--- config.mk ---
export PLATFORM = sky130hd
export DESIGN_NAME = fetch_controller_flat
export DESIGN_NICKNAME = d
export VERILOG_FILES = /design/src/rtl/fetch_controller_if.sv /design/src/rtl/fetch_controller.sv /design/src/flat_wrapper.sv
export SDC_FILE = /design/constraint.sdc
export NUM_CORES = 1
export LEC_CHECK = 0
export BUFFER_PORTS_ARGS = -buffer_cell sky130_fd_sc_hd__buf_2
export CORE_AREA = 3 3 130 132
export DETAILED_ROUTE_END_ITERATION = 10
export DIE_AREA = 0 0 133 135
export PLACE_DENSITY = 0.66
export SYNTH_ARGS = -nofsm -noshare
export SYNTH_HDL_FRONTEND = slang
export SYNTH_SLANG_ARGS = --single-unit
--- constraint.sdc ---
create_clock -name clk -period 2.2 [get_ports clk]
set_input_delay 0.11 -clock clk [delete_from_list [all_inputs] [get_ports clk]]
set_output_delay 0.11 -clock clk [all_outputs]
set_load 0.05 [all_outputs]
--- src/rtl/fetch_controller_if.sv ---
// Bus bundle between the fetch controller and its surroundings: loader, debug
// mode controls, hazard/redirect inputs, instruction-memory port and IF/ID outputs.
interface fetch_controller_if #(
    parameter int B = 32
);
    logic         load_we;
    logic [B-1:0] load_addr;
    logic [31:0]  load_data;
    logic         load_done;
    logic         run_mode;
    logic         step_req;
    logic         stall;
    logic         branch_taken;
    logic [B-1:0] branch_target;
    logic         jump_taken;
    logic [B-1:0] jump_target;
    logic [31:0]  instruction;
    logic [B-1:0] mem_addr;
    logic         mem_we;
    logic [31:0]  mem_wdata;
    logic [B-1:0] pc;
    logic [B-1:0] pc_plus4;
    logic         fetch_valid;
    logic         halted;
    logic [1:0]   state;
    logic [31:0]  instr_count;

    modport slave (
        input  load_we, load_addr, load_data, load_done, run_mode, step_req,
               stall, branch_taken, branch_target, jump_taken, jump_target,
               instruction,
        output mem_addr, mem_we, mem_wdata, pc, pc_plus4, fetch_valid, halted,
               state, instr_count
    );

    modport master (
        output load_we, load_addr, load_data, load_done, run_mode, step_req,
               stall, branch_taken, branch_target, jump_taken, jump_target,
               instruction,
        input  mem_addr, mem_we, mem_wdata, pc, pc_plus4, fetch_valid, halted,
               state, instr_count
    );
endinterface

--- src/rtl/fetch_controller.sv ---
// Instruction-fetch sequencer: owns the PC, shares the instruction-memory port
// with the program loader, and implements run / single-step / halt modes.
module fetch_controller #(
    parameter int          B         = 32,
    parameter logic [31:0] HALT_WORD = 32'hFFFF_FFFF
) (
    input  logic               clk,
    input  logic               reset,
    fetch_controller_if.slave  bus
);
    localparam logic [1:0] S_LOAD = 2'b00;
    localparam logic [1:0] S_RUN  = 2'b01;
    localparam logic [1:0] S_STEP = 2'b10;
    localparam logic [1:0] S_HALT = 2'b11;

    logic [1:0]   state_q, state_d;
    logic [B-1:0] pc_q, pc_d;
    logic [31:0]  count_q, count_d;

    logic         in_load, in_halt;
    logic         fetch_en, redirect, halt_hit, fetch_valid;
    logic [B-1:0] target_raw, target;

    assign in_load = (state_q == S_LOAD);
    assign in_halt = (state_q == S_HALT);

    assign fetch_en = (state_q == S_RUN) | ((state_q == S_STEP) & bus.step_req);

    // Jump beats branch; targets are forced word-aligned.
    assign redirect   = bus.jump_taken | bus.branch_taken;
    assign target_raw = bus.jump_taken ? bus.jump_target : bus.branch_target;
    assign target     = {target_raw[B-1:2], 2'b00};

    // A redirect squashes whatever word is currently on the memory bus.
    assign halt_hit    = fetch_en & ~bus.stall & ~redirect & (bus.instruction == HALT_WORD);
    assign fetch_valid = fetch_en & ~bus.stall & ~redirect & ~halt_hit;

    always_comb begin
        state_d = state_q;
        pc_d    = pc_q;
        count_d = count_q;

        case (state_q)
            S_LOAD: if (bus.load_done) state_d = bus.run_mode ? S_RUN : S_STEP;
            S_RUN: begin
                if (halt_hit)           state_d = S_HALT;
                else if (!bus.run_mode) state_d = S_STEP;
            end
            S_STEP: begin
                if (halt_hit)          state_d = S_HALT;
                else if (bus.run_mode) state_d = S_RUN;
            end
            default: state_d = state_q;
        endcase

        // Redirect overrides a stall; a halt word leaves the PC pointing at it.
        if (!in_load && !in_halt) begin
            if (redirect)         pc_d = target;
            else if (fetch_valid) pc_d = pc_q + B'(4);
        end

        if (fetch_valid) count_d = count_q + 32'd1;
    end

    always_ff @(posedge clk or posedge reset) begin
        if (reset) begin
            state_q <= S_LOAD;
            pc_q    <= '0;
            count_q <= '0;
        end else begin
            state_q <= state_d;
            pc_q    <= pc_d;
            count_q <= count_d;
        end
    end

    assign bus.mem_addr    = in_load ? bus.load_addr : pc_q;
    assign bus.mem_wdata   = in_load ? bus.load_data : 32'd0;
    assign bus.mem_we      = in_load & bus.load_we;
    assign bus.pc          = pc_q;
    assign bus.pc_plus4    = pc_q + B'(4);
    assign bus.fetch_valid = fetch_valid;
    assign bus.halted      = in_halt;
    assign bus.state       = state_q;
    assign bus.instr_count = count_q;
endmodule
--- src/flat_wrapper.sv ---
// flat-port wrapper written by rule: the top's interface ports become plain ports
module fetch_controller_flat 
#(
    parameter int          B         = 32,
    parameter logic [31:0] HALT_WORD = 32'hFFFF_FFFF
)
  (clk, reset, bus_load_we, bus_load_addr, bus_load_data, bus_load_done, bus_run_mode, bus_step_req, bus_stall, bus_branch_taken, bus_branch_target, bus_jump_taken, bus_jump_target, bus_instruction, bus_mem_addr, bus_mem_we, bus_mem_wdata, bus_pc, bus_pc_plus4, bus_fetch_valid, bus_halted, bus_state, bus_instr_count);
  fetch_controller_if #(.B(B)) bus_i ();
  input  logic clk;
  input  logic reset;
  input wire logic [$bits(bus_i.load_we)-1:0] bus_load_we;
  input wire logic [$bits(bus_i.load_addr)-1:0] bus_load_addr;
  input wire logic [$bits(bus_i.load_data)-1:0] bus_load_data;
  input wire logic [$bits(bus_i.load_done)-1:0] bus_load_done;
  input wire logic [$bits(bus_i.run_mode)-1:0] bus_run_mode;
  input wire logic [$bits(bus_i.step_req)-1:0] bus_step_req;
  input wire logic [$bits(bus_i.stall)-1:0] bus_stall;
  input wire logic [$bits(bus_i.branch_taken)-1:0] bus_branch_taken;
  input wire logic [$bits(bus_i.branch_target)-1:0] bus_branch_target;
  input wire logic [$bits(bus_i.jump_taken)-1:0] bus_jump_taken;
  input wire logic [$bits(bus_i.jump_target)-1:0] bus_jump_target;
  input wire logic [$bits(bus_i.instruction)-1:0] bus_instruction;
  output wire logic [$bits(bus_i.mem_addr)-1:0] bus_mem_addr;
  output wire logic [$bits(bus_i.mem_we)-1:0] bus_mem_we;
  output wire logic [$bits(bus_i.mem_wdata)-1:0] bus_mem_wdata;
  output wire logic [$bits(bus_i.pc)-1:0] bus_pc;
  output wire logic [$bits(bus_i.pc_plus4)-1:0] bus_pc_plus4;
  output wire logic [$bits(bus_i.fetch_valid)-1:0] bus_fetch_valid;
  output wire logic [$bits(bus_i.halted)-1:0] bus_halted;
  output wire logic [$bits(bus_i.state)-1:0] bus_state;
  output wire logic [$bits(bus_i.instr_count)-1:0] bus_instr_count;
  assign bus_i.load_we = bus_load_we;
  assign bus_i.load_addr = bus_load_addr;
  assign bus_i.load_data = bus_load_data;
  assign bus_i.load_done = bus_load_done;
  assign bus_i.run_mode = bus_run_mode;
  assign bus_i.step_req = bus_step_req;
  assign bus_i.stall = bus_stall;
  assign bus_i.branch_taken = bus_branch_taken;
  assign bus_i.branch_target = bus_branch_target;
  assign bus_i.jump_taken = bus_jump_taken;
  assign bus_i.jump_target = bus_jump_target;
  assign bus_i.instruction = bus_instruction;
  assign bus_mem_addr = bus_i.mem_addr;
  assign bus_mem_we = bus_i.mem_we;
  assign bus_mem_wdata = bus_i.mem_wdata;
  assign bus_pc = bus_i.pc;
  assign bus_pc_plus4 = bus_i.pc_plus4;
  assign bus_fetch_valid = bus_i.fetch_valid;
  assign bus_halted = bus_i.halted;
  assign bus_state = bus_i.state;
  assign bus_instr_count = bus_i.instr_count;
  fetch_controller #(.B(B), .HALT_WORD(HALT_WORD)) u_core (.clk(clk), .reset(reset), .bus(bus_i));
endmodule
==> impl_metrics.csv, run 1 <==
group,metric,value,unit
status,outcome,"finished with violations",
status,violations,"setup timing",
sta,period_minus_slack,2.26,ns
global_route,grt_pass1_wl,29300,um
sta,hold_viol,0,
sta,max_slew_margin,0.625,
detailed_routing,finalWirelength,19400,um
run,cap_violations,0,
detailed_routing,drtIter0Drc,230,
critical_path,r2r-end,"u_core.bus.instr_count[9]",
finish,final_area,7990,sq um
worst_hold_path,hold_depth,3,
placement,numPortBuffers,325,
critical_path,critical_path_required,2.09,ns
critical_path,crit_arrival,2.15,ns
clocking,clockRootBuffer,"clkbuf_16",
synthesis,async_flop_share,1.00,
worst_hold_path,min-delay-start,"bus_jump_target[6]",
synthesis,ys.flop_type,"dfrtp_1",
clocking,clk_latency,0.33,ns
detailed_routing,drc,0,
global_route,grt_pass1_vias,5299,
placement,place_congestion,0.843,
clocking,numCtsBuffers,9,
synthesis,synth_edf_count,0,
worst_hold_path,min_to,"u_core.bus.pc[6]",
finish,areaGrowthSynthToFinish,72.8,%
placement,dp_hpwl,14900,um
critical_path,cp-end-kind,"primary output",
clocking,cts_max_level,3,
critical_path,crit_slowest_cell,"or3_4",
pwr,cellPowerDensity,1630,nW/um^2
sta,clock.fmax,442,MHz
detailed_routing,wire_per_inst,17.1,um
sta,final_critical_path_setup_slack,-0.0616,ns
pwr,p_total,0.0130,W
die,die_area,18000,sq um
sta,fin_crit_sh,1.03,
finish,fin_cells,1132,
critical_path,crit_chain,"nand4_1, or3_4, nor2_4, nand4_1, xnor2_4, buf_6",
critical_path,regToRegSetupSlack,0.08,ns
global_route,grt_usage,0.206,
detailed_routing,via_count,5458,
critical_path,cpPeakStageDelay,0.45,ns
finish,fin_nets,1085,
sta,rsz0062_at_grt,"true",
clocking,clkSinkCount,64,
die,core_area,15800,sq um
finish,drive_gt1_frac,0.593,
sta,holdWs,0.0581,ns
die,io_pins,334,
placement,dp_cells,1087,
pwr,power_leakage,3.96,nW
die,die_h,135,um
die,start_util,0.292,
synthesis,postSynthCellCount,518,
critical_path,critical_path.most_common_cell,"nand4_1",
sta,worst_slew_pin_slew,0.561,ns
synthesis,netlist_area,4620,sq um
critical_path,regToRegStartpoint,"u_core.bus.state[1]",
sta,fin_skew,0.00514,ns
detailed_routing,vias_per_cell,4.82,
die,num_rows,46,
detailed_routing,drtPass1Iterations,6,
clocking,clk_pin_slew,0.06,ns
die,fp.dieW,133,um
critical_path,start_kind,"flop",
sta,slew_violations,0,
global_route,grt_max_degree,65,
critical_path,timing_worst_setup_path_type,"reg -> out",
critical_path,cp_num_buf_inv,1,
synthesis,ys_seq_elements,64,
finish,nFillCells,1497,
synthesis,post_synth.cell_area_avg,8.93,sq um
synthesis,synthDistinctLibCells,63,
critical_path,reg2reg_depth,10,
pwr,worst_ir_drop_vdd,926,uV
global_route,antenna_found_initial,2,
critical_path,crit_path_max_fanout,4,
synthesis,seq_area_frac_synth,0.346,
clocking,cts_tree,"done",
detailed_routing,postRouteAntennaNets,0,
clocking,clockBufferDepth,2,
synthesis,synth_warnings,0,
sta,setup_viol,5,
critical_path,cp_top_family,"simple AND/OR/NAND/NOR gates",
worst_hold_path,hold_class,"in -> reg",
placement,place_area,7240,sq um
global_route,grt_overflow_total,0,
finish,final_cell_mix,"buf_2 (304), buf_4 (81), nand2_1 (45), dfrtp_1 (38), and2_1 (35)",
finish,final_common_cell,"buf_2",
==> cell usage after synthesis, drive strengths merged, types with 3 or more instances <==
| cell | number | area, sq um |
|---|---|---|
| a21oi | 28 | 144 |
| a22oi | 3 | 22.5 |
| a31oi | 4 | 25.0 |
| and2 | 35 | 219 |
| and3 | 9 | 56.3 |
| and4 | 9 | 78.8 |
| buf | 14 | 88.8 |
| clkbuf | 16 | 60.1 |
| dfrtp | 64 | 1600 |
| ha | 6 | 75.1 |
| inv | 14 | 55.1 |
| mux2 | 26 | 293 |
| mux2i | 9 | 90.1 |
| nand2 | 48 | 180 |
| nand3 | 27 | 135 |
| nand4 | 19 | 119 |
| nor2 | 24 | 95.1 |
| nor3 | 7 | 40.0 |
| nor4 | 4 | 31.3 |
| o211ai | 6 | 45.0 |
| o21a | 5 | 37.5 |
| o21ai | 28 | 163 |
| o221a | 4 | 45.0 |
| o22a | 4 | 35.0 |
| o22ai | 8 | 50.1 |
| o31ai | 3 | 22.5 |
| or3 | 4 | 25.0 |
| xnor2 | 42 | 368 |
| xor2 | 17 | 149 |
==> sequential cells by signal, indices dropped and copies added (netlist names) <==
register / flops
u_core.bus.instr_count: 32
u_core.bus.state: 2
u_core.bus.pc: 30
==> final cells by class <==
class / instances / area [sq um] / share of cell area
Clock buffer: 12 / 256 / 0.0321
Sequential cell: 64 / 1630 / 0.205
Antenna cell: 1 / 2.50 / 0.000313
Clock inverter: 4 / 28.8 / 0.00360
Multi-Input combinational cell: 412 / 3300 / 0.413
Inverter: 15 / 60.1 / 0.00752
Timing Repair Buffer: 408 / 2440 / 0.305
Tap cell: 216 / 270 / 0.0338
==> worst register-to-register path: stages, from the launching register on <==
cell and delay (ns):
dfrtp_2 0.44, inv_2 0.10, ha_4 0.15, a21oi_1 0.05, nor3_2 0.19, buf_4 0.16, o21ai_4 0.09, buf_12 0.14
nor3_2 0.38, buf_4 0.19, xor2_1 0.16
==> stage by stage <==
step	setup TNS, ns	setup WS [ns]	util
after floorplan	-1.77	-0.277	-
after global placement	0	0.0637	0.457
after detailed placement	0	0.0159	0.457
after CTS	-0.459	-0.134	0.494
after global routing	-1.01	-0.158	0.505
final	-0.142	-0.0616	0.505
==> what timing repair did <==
action	4_1_cts	5_1_grt
resized for setup	38	31
setup buffers	19	10
cloned	0	0
setup endpoints to repair	22	42
pin swaps	13	11
hold buffers	1	0
hold endpoints to repair	64	0
==> power breakdown <==
part / internal, W / total (W) / switching, W
combinational: 0.00305 / 0.00978 / 0.00673
clock: 0.000824 / 0.00136 / 0.000535
sequential: 0.00154 / 0.00189 / 0.000348
==> cells by family after synthesis <==
| logic type | count (synthesis) | share of synthesized area |
|---|---|---|
| adders and majority gates | 6 | 0.0162 |
| other | 1 | 0.000811 |
| buffers and inverters | 45 | 0.0449 |
| muxes | 35 | 0.0828 |
| and+or+nand+nor | 194 | 0.228 |
| xor gates and xnor gates | 59 | 0.112 |
| DFF | 64 | 0.346 |
| AOI/OAI and AO/OA | 114 | 0.169 |
==> worst max-delay path by stage <==
stage / from / to / slack [ns] / depth (start not counted)
2_1_floorplan: u_core.bus.pc[14] / u_core.bus.pc[31] / -0.28 / 6
3_3_place_gp: u_core.bus.state[0] / u_core.bus.pc[31] / 0.06 / 9
3_5_place_dp: u_core.bus.state[1] / u_core.bus.pc[28] / 0.02 / 9
4_1_cts: u_core.bus.pc[2] / bus_pc_plus4[24] / -0.13 / 7
5_1_grt: u_core.bus.pc[2] / bus_pc_plus4[24] / -0.16 / 7
6_report: u_core.bus.pc[10] / bus_pc_plus4[31] / -0.06 / 6
==> metal layers <==
layer | track usage | vias up | share of wire
met3 | 0.0537 | 29 | 0.070
met5 | 0 | - | 0.00083
met1 | 0.250 | 2574 | 0.41
met2 | 0.363 | 205 | 0.51
li1 | - | 2646 | -
met4 | 0.0514 | 4 | 0.013
(Power assumes the default switching activity.)
==> run 2: changes to the inputs <==
CELL_PAD_IN_SITES_DETAIL_PLACEMENT = 2   (was not set)
CELL_PAD_IN_SITES_GLOBAL_PLACEMENT = 2   (was not set)
CORE_AREA = not set   (was 3 3 130 132)
CORE_MARGIN = 3   (was not set)
CORE_UTILIZATION = 21   (was not set)
CTS_CLUSTER_DIAMETER = 120   (was not set)
DIE_AREA = not set   (was 0 0 133 135)
PLACE_DENSITY = 0.86   (was 0.66)
==> impl_metrics.csv, run 2 (synthesis results as in run 1) <==
group,metric,value,unit
critical_path,crit_arrival,2.28,ns
sta,fin_skew,0.00413,ns
critical_path,timing_worst_setup_path_type,"reg -> out",
finish,areaGrowthSynthToFinish,80.4,%
placement,numPortBuffers,325,
run,cap_violations,0,
detailed_routing,finalWirelength,25700,um
detailed_routing,wl_met1,9730,um
clocking,clockBufferDepth,2,
clocking,cts_max_level,3,
detailed_routing,maxUsedRoutingLayer,"met5",
placement,place_congestion,0.814,
critical_path,critical_path.most_common_cell,"nand4_1",
placement,place_area,7370,sq um
die,start_util,0.217,
pwr,seq_power_share,0.136,
finish,largest_reg_flops,32,
pwr,worst_ir_drop_vdd,491,uV
sta,slew_violations,0,
clocking,clockRootBuffer,"clkbuf_16",
critical_path,cp_top_family,"simple AND/OR/NAND/NOR gates",
global_route,antenna_found_initial,3,
global_route,grt_usage,0.206,
pwr,power_leakage,4.12,nW
global_route,grt_pass1_vias,6496,
pwr,cellPowerDensity,1630,nW/um^2
status,outcome,"finished with violations",
global_route,grt_max_degree,62,
pwr,swShare,0.592,
detailed_routing,postRouteAntennaNets,0,
clocking,clk_latency,0.34,ns
pwr,p_switching,0.00806,W
die,core_area,21400,sq um
sta,rsz0062_at_grt,"true",
finish,drive_gt1_frac,0.609,
die,io_pins,334,
pwr,p_clk_frac,0.102,
die,die_area,23800,sq um
global_route,grt_pass1_wl,38200,um
detailed_routing,drtPass1Iterations,4,
detailed_routing,drtIter0Drc,183,
sta,clock.fmax,419,MHz
finish,final_cell_mix,"buf_2 (304), buf_4 (78), nand2_1 (43), dfrtp_1 (38), and2_1 (35)",
clocking,numCtsBuffers,9,
die,die_h,154,um
die,num_rows,53,
critical_path,cpPeakStageDelay,0.46,ns
detailed_routing,via_count,5789,
sta,setup_viol,15,
finish,final_core_util,0.391,
critical_path,critical_path_required,2.09,ns
critical_path,start_kind,"flop",
critical_path,crit_chain,"nand4_1, or3_4, nor2_4, nand4_1, xnor2_4, buf_6",
detailed_routing,vias_per_cell,4.80,
worst_hold_path,hold_class,"in -> reg",
clocking,clk_pin_slew,0.06,ns
sta,final_critical_path_setup_slack,-0.188,ns
critical_path,cp_num_buf_inv,1,
pwr,p_int,0.00555,W
sta,period_minus_slack,2.39,ns
detailed_routing,drc,0,
sta,hold_viol,0,
finish,final_common_cell,"buf_2",
detailed_routing,wire_per_inst,21.3,um
sta,worst_slew_pin_slew,0.683,ns
clocking,cts_tree,"done",
critical_path,cp-end-kind,"primary output",
die,fp.dieW,154,um
clocking,clkSinkCount,64,
critical_path,crit_slowest_cell,"or3_4",
pwr,combPwrFrac,0.762,
detailed_routing,wl_met2,13900,um
finish,final_area,8340,sq um
critical_path,crit_path_max_fanout,3,
detailed_routing,wl_met3,1810,um
global_route,grt_overflow_total,0,
sta,max_slew_margin,0.543,
sta,tns,-1.31,ns
sta,fin_crit_sh,1.09,
placement,dp_hpwl,19800,um
placement,place_ws,0.00798,ns
status,violations,"setup timing",
finish,fin_nets,1099,
==> run 2: cell count changes in the layout (fill, tap and decap cells not counted), moves of 3 or more <==
cell,delta
buf_8,+3
and3_1,-3
buf_4,-3
buf_6,+13
==> run 2: per-layer routing <==
layer  GRT usage  vias to the layer above
li1            -                     2670
met1       0.223                     2887
met2       0.397                      209
met3      0.0616                       19
met4      0.0357                        4
met5           0                        -
==> run 2: layout make-up <==
type                       instances  area [sq um]
fill                            2435         13000
multi-input combinational        412          3390
timing repair buffer             422          2630
sequential                        64          1630
tap                              275           344
clock buffer                      10           239
inverter                          15          60.1
clock inverter                     6          45.0
antenna                            3          7.51
==> run 2: power groups by stage <==
stage	registers (W)	clock network (W)	logic, W
after floorplan	0.00318	0	0.00560
after global placement	0.00188	0	0.00955
after detailed placement	0.00190	0	0.00976
after CTS	0.00185	0.00143	0.0102
after global routing	0.00190	0.00149	0.0109
final	0.00186	0.00139	0.0104
==> run 2: worst paths after layout <==
kind,endpoint,depth (start not counted),slack (ns),start
max reg2reg,u_core.bus.pc[18],9,-0.06,u_core.bus.pc[6]
min,u_core.bus.pc[20],3,0.05,bus_jump_target[20]
max,bus_pc_plus4[31],6,-0.19,u_core.bus.pc[6]
min reg2reg,u_core.bus.instr_count[31],1,0.48,u_core.bus.instr_count[31]
min in group asynchronous,u_core.bus.instr_count[19],3,0.39,reset
max in group asynchronous,u_core.bus.pc[24],4,1.14,reset
==> run 2: worst min-delay path: cells and delay by family <==
kind / cells / cell delay (ns)
compound gates: 1 / 0.08
simple gates: 1 / 0.06
buf+inv: 1 / 0.10
==> run 2: timing repair <==
| action | CTS | global route |
|---|---|---|
| hold buffers | 1 | 0 |
| resized for setup | 49 | 50 |
| pin swaps | 13 | 27 |
| endpoints found under the setup margin | 21 | 36 |
| cloned | 0 | 0 |
| buffers inserted | 18 | 21 |
| endpoints found under the hold margin | 24 | 0 |
==> run 2: through the flow <==
| stage | total power, W | hold slack [ns] | instances |
|---|---|---|---|
| after CTS | 0.0135 | 0.0397 | 1185 |
| after floorplan | 0.00878 | 0.264 | 521 |
| after detailed placement | 0.0117 | 0.217 | 1150 |
| final | 0.0136 | 0.0515 | 1207 |
| after global placement | 0.0114 | 0.201 | 1150 |
| after global routing | 0.0142 | 0.0633 | 1206 |
==> run 3: changes to the inputs <==
--- a/config.mk
+++ b/config.mk
@@ -8,2 +8,3 @@
 export BUFFER_PORTS_ARGS = -buffer_cell sky130_fd_sc_hd__buf_2
+export CAP_MARGIN = 40
 export CELL_PAD_IN_SITES_DETAIL_PLACEMENT = 2
==> constraint.sdc (replaced) <==
create_clock -name clk -period 2.2 [get_ports clk]
set_input_delay 0 -clock clk [delete_from_list [all_inputs] [get_ports clk]]
set_output_delay 0 -clock clk [all_outputs]
set_load 0.05 [all_outputs]
==> impl_metrics.csv, run 3 (synthesis results as in run 1) <==
group,metric,value,unit
die,fp.dieW,154,um
placement,dp_cells,1135,
pwr,p_int,0.00582,W
critical_path,critical_path_required,2.20,ns
finish,nFillCells,2457,
pwr,p_clk_frac,0.106,
finish,final_cell_mix,"buf_2 (305), buf_4 (83), nand2_1 (45), dfrtp_1 (39), and2_1 (35)",
pwr,combPwrFrac,0.755,
global_route,grt_pass1_vias,6481,
clocking,numCtsBuffers,9,
sta,worst_slew_pin_slew,0.715,ns
finish,drive_gt1_frac,0.581,
sta,hold_viol,0,
die,die_area,23800,sq um
run,cap_violations,0,
clocking,clockBufferDepth,2,
global_route,grt_pass1_wl,38600,um
detailed_routing,postRouteAntennaNets,0,
detailed_routing,drtIter0Drc,148,
sta,final_critical_path_setup_slack,-0.0559,ns
status,outcome,"finished with violations",
clocking,clkSinkCount,64,
detailed_routing,finalWirelength,26600,um
finish,fin_cells,1221,
detailed_routing,drc,0,
clocking,cts_tree,"done",
clocking,clk_pin_slew,0.06,ns
pwr,seq_power_share,0.139,
pwr,swShare,0.583,
die,die_h,154,um
sta,fin_skew,0.0102,ns
pwr,worst_ir_drop_vdd,516,uV
die,io_pins,334,
finish,largest_reg_flops,32,
critical_path,start_kind,"flop",
detailed_routing,vias_per_cell,4.82,
detailed_routing,via_count,5891,
clocking,clk_latency,0.35,ns
placement,place_congestion,0.811,
global_route,grt_overflow_total,0,
critical_path,crit_path_max_fanout,5,
pwr,power_leakage,4.06,nW
sta,clock.fmax,443,MHz
status,violations,"setup timing",
critical_path,cp-end-kind,"primary output",
sta,max_slew_margin,0.522,
die,core_area,21400,sq um
global_route,grt_max_degree,62,
finish,final_common_cell,"buf_2",
finish,fin_nets,1114,
worst_hold_path,hold_class,"in -> reg",
sta,setup_viol,5,
global_route,antenna_found_initial,5,
die,start_util,0.217,
global_route,grt_usage,0.208,
pwr,cellPowerDensity,1670,nW/um^2
die,num_rows,53,
pwr,p_switching,0.00813,W
sta,holdWs,0.0185,ns
sta,rsz0062_at_grt,"true",
critical_path,timing_worst_setup_path_type,"reg -> out",
finish,areaGrowthSynthToFinish,80.7,%
sta,fin_crit_sh,1.03,
placement,dp_hpwl,19300,um
detailed_routing,wire_per_inst,21.8,um
sta,period_minus_slack,2.26,ns
placement,numPortBuffers,325,
clocking,clockRootBuffer,"clkbuf_16",
critical_path,crit_arrival,2.26,ns
sta,slew_violations,0,
detailed_routing,drtPass1Iterations,4,
clocking,cts_max_level,3,
run 3: changes by cell type in the layout (fill, tap and decap cells not counted), sizes merged:
cell,previous run,this run
clkinvlp,3,2
clkinv,4,6
clkbuf,11,13
bufinv,0,1
buf,420,410
dlygate4sd3,1,23
inv,14,13
diode,3,2
run 3: timing repair:
action / 4_1_cts / 5_1_grt
hold buffers: 23 / 0
resized for setup: 30 / 40
cloned: 0 / 4
endpoints found under the hold margin: 49 / 0
setup endpoints to repair: 22 / 62
buffers inserted: 14 / 27
pin swaps: 10 / 21
run 3: worst paths after layout:
| check | depth (start not counted) | end | startpoint | slack [ns] |
|---|---|---|---|---|
| worst max-delay path | 6 | bus_pc_plus4[31] | u_core.bus.pc[3] | -0.06 |
| worst min-delay path | 5 | u_core.bus.pc[12] | bus_branch_target[12] | 0.02 |
| worst max register to register | 9 | u_core.bus.pc[30] | u_core.bus.pc[8] | 0.02 |
| worst min register to register | 1 | u_core.bus.instr_count[31] | u_core.bus.instr_count[31] | 0.47 |
| max in group asynchronous | 4 | u_core.bus.pc[7] | reset | 1.19 |
| min in group asynchronous | 3 | u_core.bus.instr_count[17] | reset | 0.33 |
run 3: final cells by class:
| cell class | instances | area, sq um | share of cell area |
|---|---|---|---|
| clock buffers | 9 | 225 | 0.0270 |
| well taps | 275 | 344 | 0.0412 |
| inverters | 15 | 62.6 | 0.00749 |
| multi-input cells | 412 | 3230 | 0.387 |
| diodes | 2 | 5.00 | 0.000599 |
| repair buffers | 437 | 2780 | 0.333 |
| flip-flops and latches | 64 | 1630 | 0.195 |
| clock inverters | 7 | 72.6 | 0.00868 |
run 3: worst max-delay path: stages, from the launching register on:
cell	delay, ns
dfrtp_2	0.42
nand4_1	0.17
or3_4	0.43
nor2_4	0.20
nand4_1	0.25
xnor2_4	0.25
buf_6	0.18
run 3: power groups by stage:
stage,clock network (W),registers [W],logic (W)
finish,0.00148,0.00194,0.0105
global route,0.00156,0.00199,0.0110
CTS,0.00152,0.00196,0.00976
detailed placement,0,0.00201,0.00939
global placement,0,0.00198,0.00921
floorplan,0,0.00315,0.00555
run 3: routing by layer:
| metal | part of all wire | wire (um) | global-route usage | vias to the layer above |
|---|---|---|---|---|
| li1 | - | - | - | 2706 |
| met1 | 0.37 | 9850 | 0.225 | 2926 |
| met2 | 0.54 | 14300 | 0.392 | 213 |
| met3 | 0.071 | 1890 | 0.0630 | 38 |
| met4 | 0.018 | 488 | 0.0542 | 8 |
| met5 | 0.0026 | 68 | 0 | - |
run 3: per-stage QoR:
stage	util	area [sq um]	setup TNS, ns	total power, W	setup slack (ns)
floorplan	-	4950	-1.27	0.00871	-0.249
global placement	0.336	7180	0	0.0112	0.0434
detailed placement	0.336	7180	-0.00519	0.0114	-0.00519
CTS	0.370	7910	-0.337	0.0132	-0.121
global route	0.391	8350	-0.851	0.0146	-0.135
finish	0.391	8360	-0.167	0.0140	-0.0559
